==> src/rtl/mem_cache_pkg.sv <==
// rtl/mem_cache_pkg.sv - shared commands, FSM states and default widths for the MEM-stage cache responder
package mem_cache_pkg;

    localparam int ADDR_W_DEF  = 22;
    localparam int DATA_W_DEF  = 32;
    localparam int INDEX_W_DEF = 6;

    localparam logic CMD_READ  = 1'b0;
    localparam logic CMD_WRITE = 1'b1;

    typedef enum logic [1:0] {
        IDLE  = 2'd0,
        FILL  = 2'd1,
        WRITE = 2'd2,
        RESP  = 2'd3
    } state_e;

endpackage

==> src/rtl/mem_cache_array.sv <==
// rtl/mem_cache_array.sv - direct-mapped tag/data/valid storage with combinational lookup and synchronous write
module mem_cache_array #(
    parameter int ADDR_W  = 22,
    parameter int DATA_W  = 32,
    parameter int INDEX_W = 6
) (
    input  logic                      clk,
    input  logic                      rst_n,
    input  logic [INDEX_W-1:0]        rd_index_i,
    output logic                      rd_valid_o,
    output logic [ADDR_W-INDEX_W-1:0] rd_tag_o,
    output logic [DATA_W-1:0]         rd_data_o,
    input  logic                      wr_en_i,
    input  logic [INDEX_W-1:0]        wr_index_i,
    input  logic [ADDR_W-INDEX_W-1:0] wr_tag_i,
    input  logic [DATA_W-1:0]         wr_data_i
);

    localparam int TAG_W = ADDR_W - INDEX_W;
    localparam int LINES = 1 << INDEX_W;

    logic [LINES-1:0] valid_q;
    logic [TAG_W-1:0]  tag_mem  [LINES];
    logic [DATA_W-1:0] data_mem [LINES];

    // Valid bits are the only state that must be cleared; a write always leaves the line valid.
    always_ff @(posedge clk or negedge rst_n) begin
        if (!rst_n) begin
            valid_q <= '0;
        end else if (wr_en_i) begin
            valid_q[wr_index_i] <= 1'b1;
        end
    end

    // Tag and data words carry no reset; they are meaningless until the valid bit is set.
    always_ff @(posedge clk) begin
        if (wr_en_i) begin
            tag_mem[wr_index_i]  <= wr_tag_i;
            data_mem[wr_index_i] <= wr_data_i;
        end
    end

    assign rd_valid_o = valid_q[rd_index_i];
    assign rd_tag_o   = tag_mem[rd_index_i];
    assign rd_data_o  = data_mem[rd_index_i];

endmodule

==> src/rtl/mem_cache_responder.sv <==
// rtl/mem_cache_responder.sv - write-through, no-write-allocate direct-mapped cache answering MEM-stage requests
module mem_cache_responder
    import mem_cache_pkg::*;
#(
    parameter int ADDR_W  = ADDR_W_DEF,
    parameter int DATA_W  = DATA_W_DEF,
    parameter int INDEX_W = INDEX_W_DEF
) (
    input  logic              clk,
    input  logic              rst_n,
    input  logic              req_valid,
    output logic              req_ready,
    input  logic              cmd,
    input  logic [ADDR_W-1:0] addr,
    input  logic [DATA_W-1:0] wr_data,
    output logic              resp_valid,
    output logic [DATA_W-1:0] result,
    output logic              cache_hit,
    output logic              mem_re,
    output logic              mem_we,
    output logic [ADDR_W-1:0] mem_addr,
    output logic [DATA_W-1:0] mem_wdata,
    input  logic [DATA_W-1:0] mem_rdata,
    input  logic              mem_rdy
);

    localparam int TAG_W = ADDR_W - INDEX_W;

    state_e            state_q, state_d;
    logic [ADDR_W-1:0] addr_q, addr_d;
    logic [DATA_W-1:0] wdata_q, wdata_d;
    logic [DATA_W-1:0] result_q, result_d;
    logic              hit_q, hit_d;
    logic              cache_hit_q, cache_hit_d;

    logic              lk_valid;
    logic [TAG_W-1:0]  lk_tag;
    logic [DATA_W-1:0] lk_data;
    logic              lookup_hit;

    logic              arr_we;
    logic [INDEX_W-1:0] arr_index;
    logic [TAG_W-1:0]  arr_tag;
    logic [DATA_W-1:0] arr_wdata;

    mem_cache_array #(
        .ADDR_W  (ADDR_W),
        .DATA_W  (DATA_W),
        .INDEX_W (INDEX_W)
    ) u_array (
        .clk        (clk),
        .rst_n      (rst_n),
        .rd_index_i (addr[INDEX_W-1:0]),
        .rd_valid_o (lk_valid),
        .rd_tag_o   (lk_tag),
        .rd_data_o  (lk_data),
        .wr_en_i    (arr_we),
        .wr_index_i (arr_index),
        .wr_tag_i   (arr_tag),
        .wr_data_i  (arr_wdata)
    );

    // The lookup always follows the live request address; it only matters in the acceptance cycle.
    assign lookup_hit = lk_valid && (lk_tag == addr[ADDR_W-1:INDEX_W]);

    // Next-state logic: capture the request in IDLE, then wait on the backing memory or answer directly.
    always_comb begin
        state_d     = state_q;
        addr_d      = addr_q;
        wdata_d     = wdata_q;
        result_d    = result_q;
        hit_d       = hit_q;
        cache_hit_d = cache_hit_q;
        arr_we      = 1'b0;
        arr_index   = addr_q[INDEX_W-1:0];
        arr_tag     = addr_q[ADDR_W-1:INDEX_W];
        arr_wdata   = mem_rdata;

        unique case (state_q)
            IDLE: begin
                if (req_valid) begin
                    addr_d  = addr;
                    wdata_d = wr_data;
                    hit_d   = lookup_hit;
                    if (cmd == CMD_WRITE) begin
                        // Write hits update the line immediately; misses never allocate.
                        arr_we    = lookup_hit;
                        arr_index = addr[INDEX_W-1:0];
                        arr_tag   = addr[ADDR_W-1:INDEX_W];
                        arr_wdata = wr_data;
                        state_d   = WRITE;
                    end else if (lookup_hit) begin
                        result_d    = lk_data;
                        cache_hit_d = 1'b1;
                        state_d     = RESP;
                    end else begin
                        state_d = FILL;
                    end
                end
            end
            FILL: begin
                if (mem_rdy) begin
                    arr_we      = 1'b1;
                    result_d    = mem_rdata;
                    cache_hit_d = 1'b0;
                    state_d     = RESP;
                end
            end
            WRITE: begin
                if (mem_rdy) begin
                    cache_hit_d = hit_q;
                    state_d     = RESP;
                end
            end
            RESP: begin
                state_d = IDLE;
            end
            default: begin
                state_d = IDLE;
            end
        endcase
    end

    // State and captured-request registers; reset abandons any in-flight transaction.
    always_ff @(posedge clk or negedge rst_n) begin
        if (!rst_n) begin
            state_q     <= IDLE;
            addr_q      <= '0;
            wdata_q     <= '0;
            result_q    <= '0;
            hit_q       <= 1'b0;
            cache_hit_q <= 1'b0;
        end else begin
            state_q     <= state_d;
            addr_q      <= addr_d;
            wdata_q     <= wdata_d;
            result_q    <= result_d;
            hit_q       <= hit_d;
            cache_hit_q <= cache_hit_d;
        end
    end

    assign req_ready  = (state_q == IDLE);
    assign resp_valid = (state_q == RESP);
    assign mem_re     = (state_q == FILL);
    assign mem_we     = (state_q == WRITE);
    assign mem_addr   = addr_q;
    assign mem_wdata  = wdata_q;
    assign result     = result_q;
    assign cache_hit  = cache_hit_q;

endmodule
==> config.mk <==
export PLATFORM = sky130hd
export DESIGN_NAME = mem_cache_responder
export DESIGN_NICKNAME = d
export VERILOG_FILES = /design/src/rtl/mem_cache_pkg.sv /design/src/rtl/mem_cache_array.sv /design/src/rtl/mem_cache_responder.sv
export SDC_FILE = /design/constraint.sdc
export NUM_CORES = 2
export LEC_CHECK = 0
export ABC_AREA = 0
export CORE_MARGIN = 2
export CORE_UTILIZATION = 62
export DETAILED_ROUTE_END_ITERATION = 16
export MAX_ROUTING_LAYER = met4
export PLACE_DENSITY = 0.76
export SLEW_MARGIN = 20
export SYNTH_ARGS = -nofsm -noshare
export SYNTH_HDL_FRONTEND = slang
export SYNTH_SLANG_ARGS = --single-unit
export TNS_END_PERCENT = 5
==> constraint.sdc <==
create_clock -name clk -period 7.65 [get_ports clk]
set_input_delay 1.53 -clock clk [delete_from_list [all_inputs] [get_ports clk]]
set_output_delay 1.53 -clock clk [all_outputs]
set_load 0.03 [all_outputs]
# Word-level counts from Yosys, hierarchy flattened
# Memory sizes are Yosys's and may differ from the RTL's.
# Index checks and enable logic that the tools add are counted.
word_totals:
  reg_bits: 154
  memories: 2
  word_cells: 68
  ram_bits: 3072
op_classes:
  eq_ne: 10
  reduce_logical: 10
  muxes: 35
  magnitude_cmp: 3
  bitwise: 1
mem_list:
  columns: ["name", "words", "width", "rd", "rd_ports_with_merged_regs", "wr", "line_no", "source"]
  rows:
  - ["u_array.data_mem", 64, 32, 1, 0, 1, "mem_cache_array.sv:24", "logic [DATA_W-1:0] data_mem [LINES];"]
  - ["u_array.tag_mem", 64, 16, 1, 0, 1, "mem_cache_array.sv:23", "logic [TAG_W-1:0] tag_mem [LINES];"]
op_table:
  columns: ["cell", "count"]
  rows:
  - ["32-bit 2-to-1 mux", 7]
  - ["64-bit bitwise OR", 1]
  - ["32-bit case mux with 2 select lines", 1]
  - ["16-bit 2-to-1 mux", 3]
  - ["6-bit 2-to-1 mux", 3]
  - ["16-bit == test", 1]
  - ["6-bit by 7-bit less-than comparator with 1-bit output, second input constant", 2]
  - ["1-bit 2-to-1 mux", 12]
  - ["2-bit 2-to-1 mux", 4]
  - ["2-bit by 1-bit != test with 1-bit output, second input constant", 4]
  - ["1-bit binary-select mux with 6-bit select", 1]
  - ["1-bit demux with 6-bit select", 1]
  - ["6-bit by 1-bit greater-or-equal comparator with 1-bit output, second input constant", 1]
  - ["2-bit case mux with 3 select lines", 1]
  - ["6-bit AND reduction", 1]
  - ["5-bit AND reduction", 1]
  - ["2-bit == test, second input constant", 2]
  - ["2-bit != test, second input constant", 2]
  - ["2-bit AND reduction", 2]
  - ["1-bit case mux with 3 select lines", 1]
  - ["3-bit nonzero test", 1]
  - ["2-bit by 1-bit == test with 1-bit output, second input constant", 1]
  - ["1-bit logical AND", 2]
  - ["2-bit zero test", 1]
  - ["other kinds (3)", 3]

# Logic depth before layout (Yosys ltp)
depth:
  depth_word: 8
  ltp_mapped: 17
  depth_no_buf: 10

# Hierarchy
# A second synthesis with hierarchy kept.
unflattened:
  cells_unflattened: 5469
  hier_area_um2: 123583.5
by_module_without_submodules:
  columns: ["mod", "area_each_um2", "seq_area_each_um2", "n_inst", "cells_per_inst"]
  rows:
  - ["mem_cache_array", 118864.0, 93850.0, 1, 5127]
  - ["mem_cache_responder", 4719.5, 2252.2, 1, 342]

# Least setup slack after synthesis
# No wires, ideal clock.
synth_path:
  path_kind: "input to register"
  start: "in addr[0]"
  end: "mem u_array.data_mem[62][0], enable pin"
  setup_ns: 0.454
  t_arrival_ns: 6.463
  path_slack_ns: 0.732
  path_buffers: 3
  stages: 12
  path_cell_list: "buf_6 -> buf_12 -> mux4_2 -> a2111o_1 -> a32oi_1 -> nor3_1 -> or4b_4 -> nor4_4 -> a31oi_4 -> o21a_4 -> buf_6 -> nor2_1"
synth_via:
  elab_chain_cells: 8
synth_lines:
  columns: ["element", "line_no", "source"]
  rows:
  - ["from (decl)", "mem_cache_responder.sv:14", "input logic [ADDR_W-1:0] addr,"]
  - ["memory 64 x 16 bit / 1-bit binary-select mux with 6-bit select (equally long branches)", null, null]
  - ["16-bit == test / 1-bit 2-to-1 mux (equally long branches)", "mem_cache_responder.sv:64, mem_cache_array.sv:43", null]
  - ["1-bit logical AND", "mem_cache_responder.sv:64", "assign lookup_hit = lk_valid && (lk_tag == addr[ADDR_W-1:INDEX_W]);"]
  - ["1-bit 2-to-1 mux", "mem_cache_responder.sv:85", "if (cmd == CMD_WRITE) begin"]
  - ["1-bit 2-to-1 mux", "mem_cache_responder.sv:81", "if (req_valid) begin"]
  - ["1-bit case mux with 2 select lines", "mem_cache_responder.sv:79", "unique case (state_q)"]
  - ["1-bit 2-to-1 mux", "mem_cache_array.sv:37", "if (wr_en_i) begin"]
  - ["1-bit 2-to-1 mux (implied by the code)", "mem_cache_array.sv:39", "data_mem[wr_index_i] <= wr_data_i;"]
  - ["to (decl)", "mem_cache_array.sv:24", null]
# Several ways; a longest one is shown, not always the timed one. The select of a mux whose other input is x is not followed.

# Final worst setup path
layout_path:
  start: "in addr[0]"
  end: "mem u_array.data_mem[5][28], enable pin"
# The elaborated chain is that of the path after synthesis.

==> results.py <==
metrics = {
    "outcome": {
        "status": "finished clean",
    },
    "synthesis": {
        "synth-main-ff-cell": "edfxtp_1",
        "synth_enable_flop_cells": 3072,
        "syn_inst": 5521,
        "synth_commonest_cells": "edfxtp_1, mux4_2, nand2_1",
        "synth_top_area_share_pct": 73.51,
        "syn_nets": 5616,
        "ys_seq_area_share_pct": 76.58,
        "yosysMostFrequentCell": "edfxtp_1",
        "synth_area_leaders": "edfxtp_1, mux4_2, dfrtp_1",
        "syn_avg_cell_area_um2": 22.73,
        "yosys.area.top_type": "edfxtp_1",
        "synth_cell_type_count": 91,
        "ys_ff_latch": 3226,
        "ys_warn_count": 0,
        "ys_async_sr_fraction_pct": 4.774,
        "synth_area_um2": 125500,
    },
    "floorplan": {
        "initial_utilization_pct": 62.22,
        "dieWidth_um": 453.9,
        "io_pins": 182,
        "coreArea_um2": 201700,
        "die_area_um2": 206000,
        "dieHeight_um": 453.9,
        "rows": 165,
    },
    "pwr": {
        "vdd_ir_drop_max_uv": 350.7,
        "p_leak_nw": 45.99,
        "power_density_nw_per_um2": 299.2,
    },
    "drt": {
        "drtPass1Iterations": 8,
        "drc_errors": 0,
        "routedWlPerCell_um": 40.20,
        "ant_nets": 0,
        "drt_wl_total_um": 360000,
        "viasPerCell": 7.302,
        "via_count": 65390,
        "drt_iter0_markers": 12060,
    },
    "layout": {
        "num-fill-cells": 11220,
        "post_route_cells_drive_above_1_share_pct": 28.97,
        "finalNetCount": 6118,
        "syn2layout_area_growth_pct": 13.78,
        "fin_cells": 8955,
    },
    "clocking": {
        "cts_sinks": 3226,
        "cts_buffers": 326,
        "worstSkewPairLatency_ps": 980,
        "ctsHoldBuffers": 0,
        "htreeDepth": 5,
        "clockBufferDepth": 4,
        "post_cts_buffers": 0,
        "cts_tree": "built",
        "clk_pin_slew_ps": 60,
        "cts_resized": 0,
        "cts-root-buf": "clkbuf_16",
    },
    "setup_path": {
        "critical_path_class": "in2reg",
        "crit_fanout": 62,
        "crit_cells": 13,
        "crit_slowest_cell": "a221oi_1",
        "reg2reg_depth": 12,
        "cp-start-kind": "primary input",
        "cp_data_required_time_ps": 8290,
        "critical_path_buf_inv_count": 4,
        "path_cells": "buf_8, inv_2, mux2i_1, a221oi_1, a22oi_1, xnor2_1, a211oi_1, and4b_1, a31o_4, a21oi_4, buf_4, nor2_4, buf_4",
        "cp.arrival_ps": 6770,
        "path_delay_family": "compound AO/OA/AOI/OAI gates",
        "cp-end-kind": "flip-flop",
        "critPathMaxStageDelay_ps": 840,
        "crit_top_cell": "buf_4",
    },
    "sta": {
        "worst_pin_slew_ps": 1172,
        "rsz0062_at_grt": "false",
        "setup_viol": 0,
        "final-hold-violation-count": 0,
        "slew_viol_final": 0,
        "fin_crit_sh_pct": 80.06,
        "finClkSkew_ps": 67.93,
        "whs_ps": 473.3,
        "timing.fmax_mhz": 163.3,
        "relSlewSlack_pct": 21.71,
        "fin_ws_ps": 1526,
        "final.setup.tns_ps": 0,
        "timing.final.crit_period_ps": 6124,
    },
    "grt": {
        "grt_pass1_wl_um": 501700,
        "grt_overflow": 0,
        "grt_pass1_vias": 64740,
        "antenna_found_initial": 14,
        "track_usage_pct": 36.51,
        "grt_max_degree": 90,
    },
    "hold_path": {
        "min_path_type": "reg2reg",
        "holdPathStages": 1,
    },
    "place": {
        "dp_hpwl_um": 198700,
        "place_ws_ps": 725.1,
        "port_buffers": 181,
        "dpl.cell_count": 8366,
        "routabilityCongestion": 0.9371,
    },
    "run": {
        "cap_violations": 0,
    },
}
[worst reg2reg max path, stage by stage (launching register included)]
cell       delay (ps)
edfxtp_1          470
mux4_2            500
mux4_2            470
a2bb2oi_1         150
a22oi_1           520
xnor2_1           210
a211oi_1           80
and4b_1           310
a31o_4            310
a21oi_4           730
buf_4             280
nor2_4             60
buf_4             300
[final cells by class]
class | count | area (um^2) | area share, %
Sequential cell | 3226 | 96100 | 67.30
Tap cell | 2672 | 3343 | 2.341
Antenna cell | 10 | 25.02 | 0.01753
Inverter | 11 | 43.79 | 0.03067
Timing Repair Buffer | 482 | 5164 | 3.616
Multi-Input combinational cell | 1976 | 28070 | 19.66
Clock buffer | 409 | 8676 | 6.076
Clock inverter | 169 | 1366 | 0.9569
[power breakdown]
group	total [mW]	internal, mW	switching [mW]
Combinational	5.84	1.82	4.02
Clock	15.3	8.70	6.56
Sequential	21.6	21.3	0.364
Total	42.7	31.8	10.9
[metal layers]
layer | GRT usage (%) | vias up | share of wire [%]
li1 | - | 24390 | -
met1 | 48.65 | 34300 | 34
met2 | 54.67 | 5777 | 47
met3 | 8.933 | 923 | 13
met4 | 15.73 | 0 | 5.2
met5 | - | - | 0
[flip-flops by register name, summed over array words and instances, names as in the netlist]
| name | count |
|---|---|
| cache_hit | 1 |
| hit_q | 1 |
| mem_addr | 22 |
| mem_wdata | 32 |
| result | 32 |
| state_q | 2 |
| u_array.data_mem | 2048 |
| u_array.tag_mem | 1024 |
| u_array.valid_q | 64 |
[stage by stage]
step	util [%]	area, um^2	total power [mW]
floorplan	-	125500	25.03
detailed placement	65.79	132700	27.62
CTS	70.77	142700	42.70
finish	70.79	142800	42.72
global route	70.79	142800	43.67
global placement	65.78	132700	27.40
[layout by cell type (no fill, tap or decap), types with 16 or more instances in the layout]
cell type,count
clkdlybuf4s50_1,174
nor2_1,31
mux2_4,31
clkbuf_1,68
buf_12,86
mux2_2,93
clkbuf_16,331
mux4_2,834
nand2_1,211
bufinv_16,20
o21ai_0,34
buf_4,216
a22oi_1,64
dfrtp_1,154
a21oi_1,22
clkinvlp_4,16
nor2_4,64
o21bai_1,63
clkinv_1,66
nand3_1,48
nor3_1,17
mux2i_1,203
edfxtp_1,3072
mux4_1,22
o22ai_1,37
clkinv_2,57
[final timing paths]
check | from | end | slack, ps
max reg2reg | u_array.tag_mem[50][15] | u_array.data_mem[5][28] | 2940
min reg2reg | u_array.valid_q[23] | u_array.valid_q[23] | 470
max in group asynchronous | rst_n | result[9] | 5580
max | addr[0] | u_array.data_mem[5][28] | 1530
min | u_array.valid_q[23] | u_array.valid_q[23] | 470
min in group asynchronous | rst_n | mem_addr[13] | 590
[cell families after synthesis]
| family | Yosys count | synth area share [%] |
|---|---|---|
| AOI/OAI and AO/OA | 312 | 1.843 |
| adders and majority gates | 4 | 0.03988 |
| DFF | 3226 | 76.58 |
| muxes | 1184 | 18.26 |
| buffers and inverters | 319 | 1.503 |
| xor gates and xnor gates | 11 | 0.07677 |
| and+or+nand+nor | 465 | 1.697 |
Power figures use the tool's default switching activity.
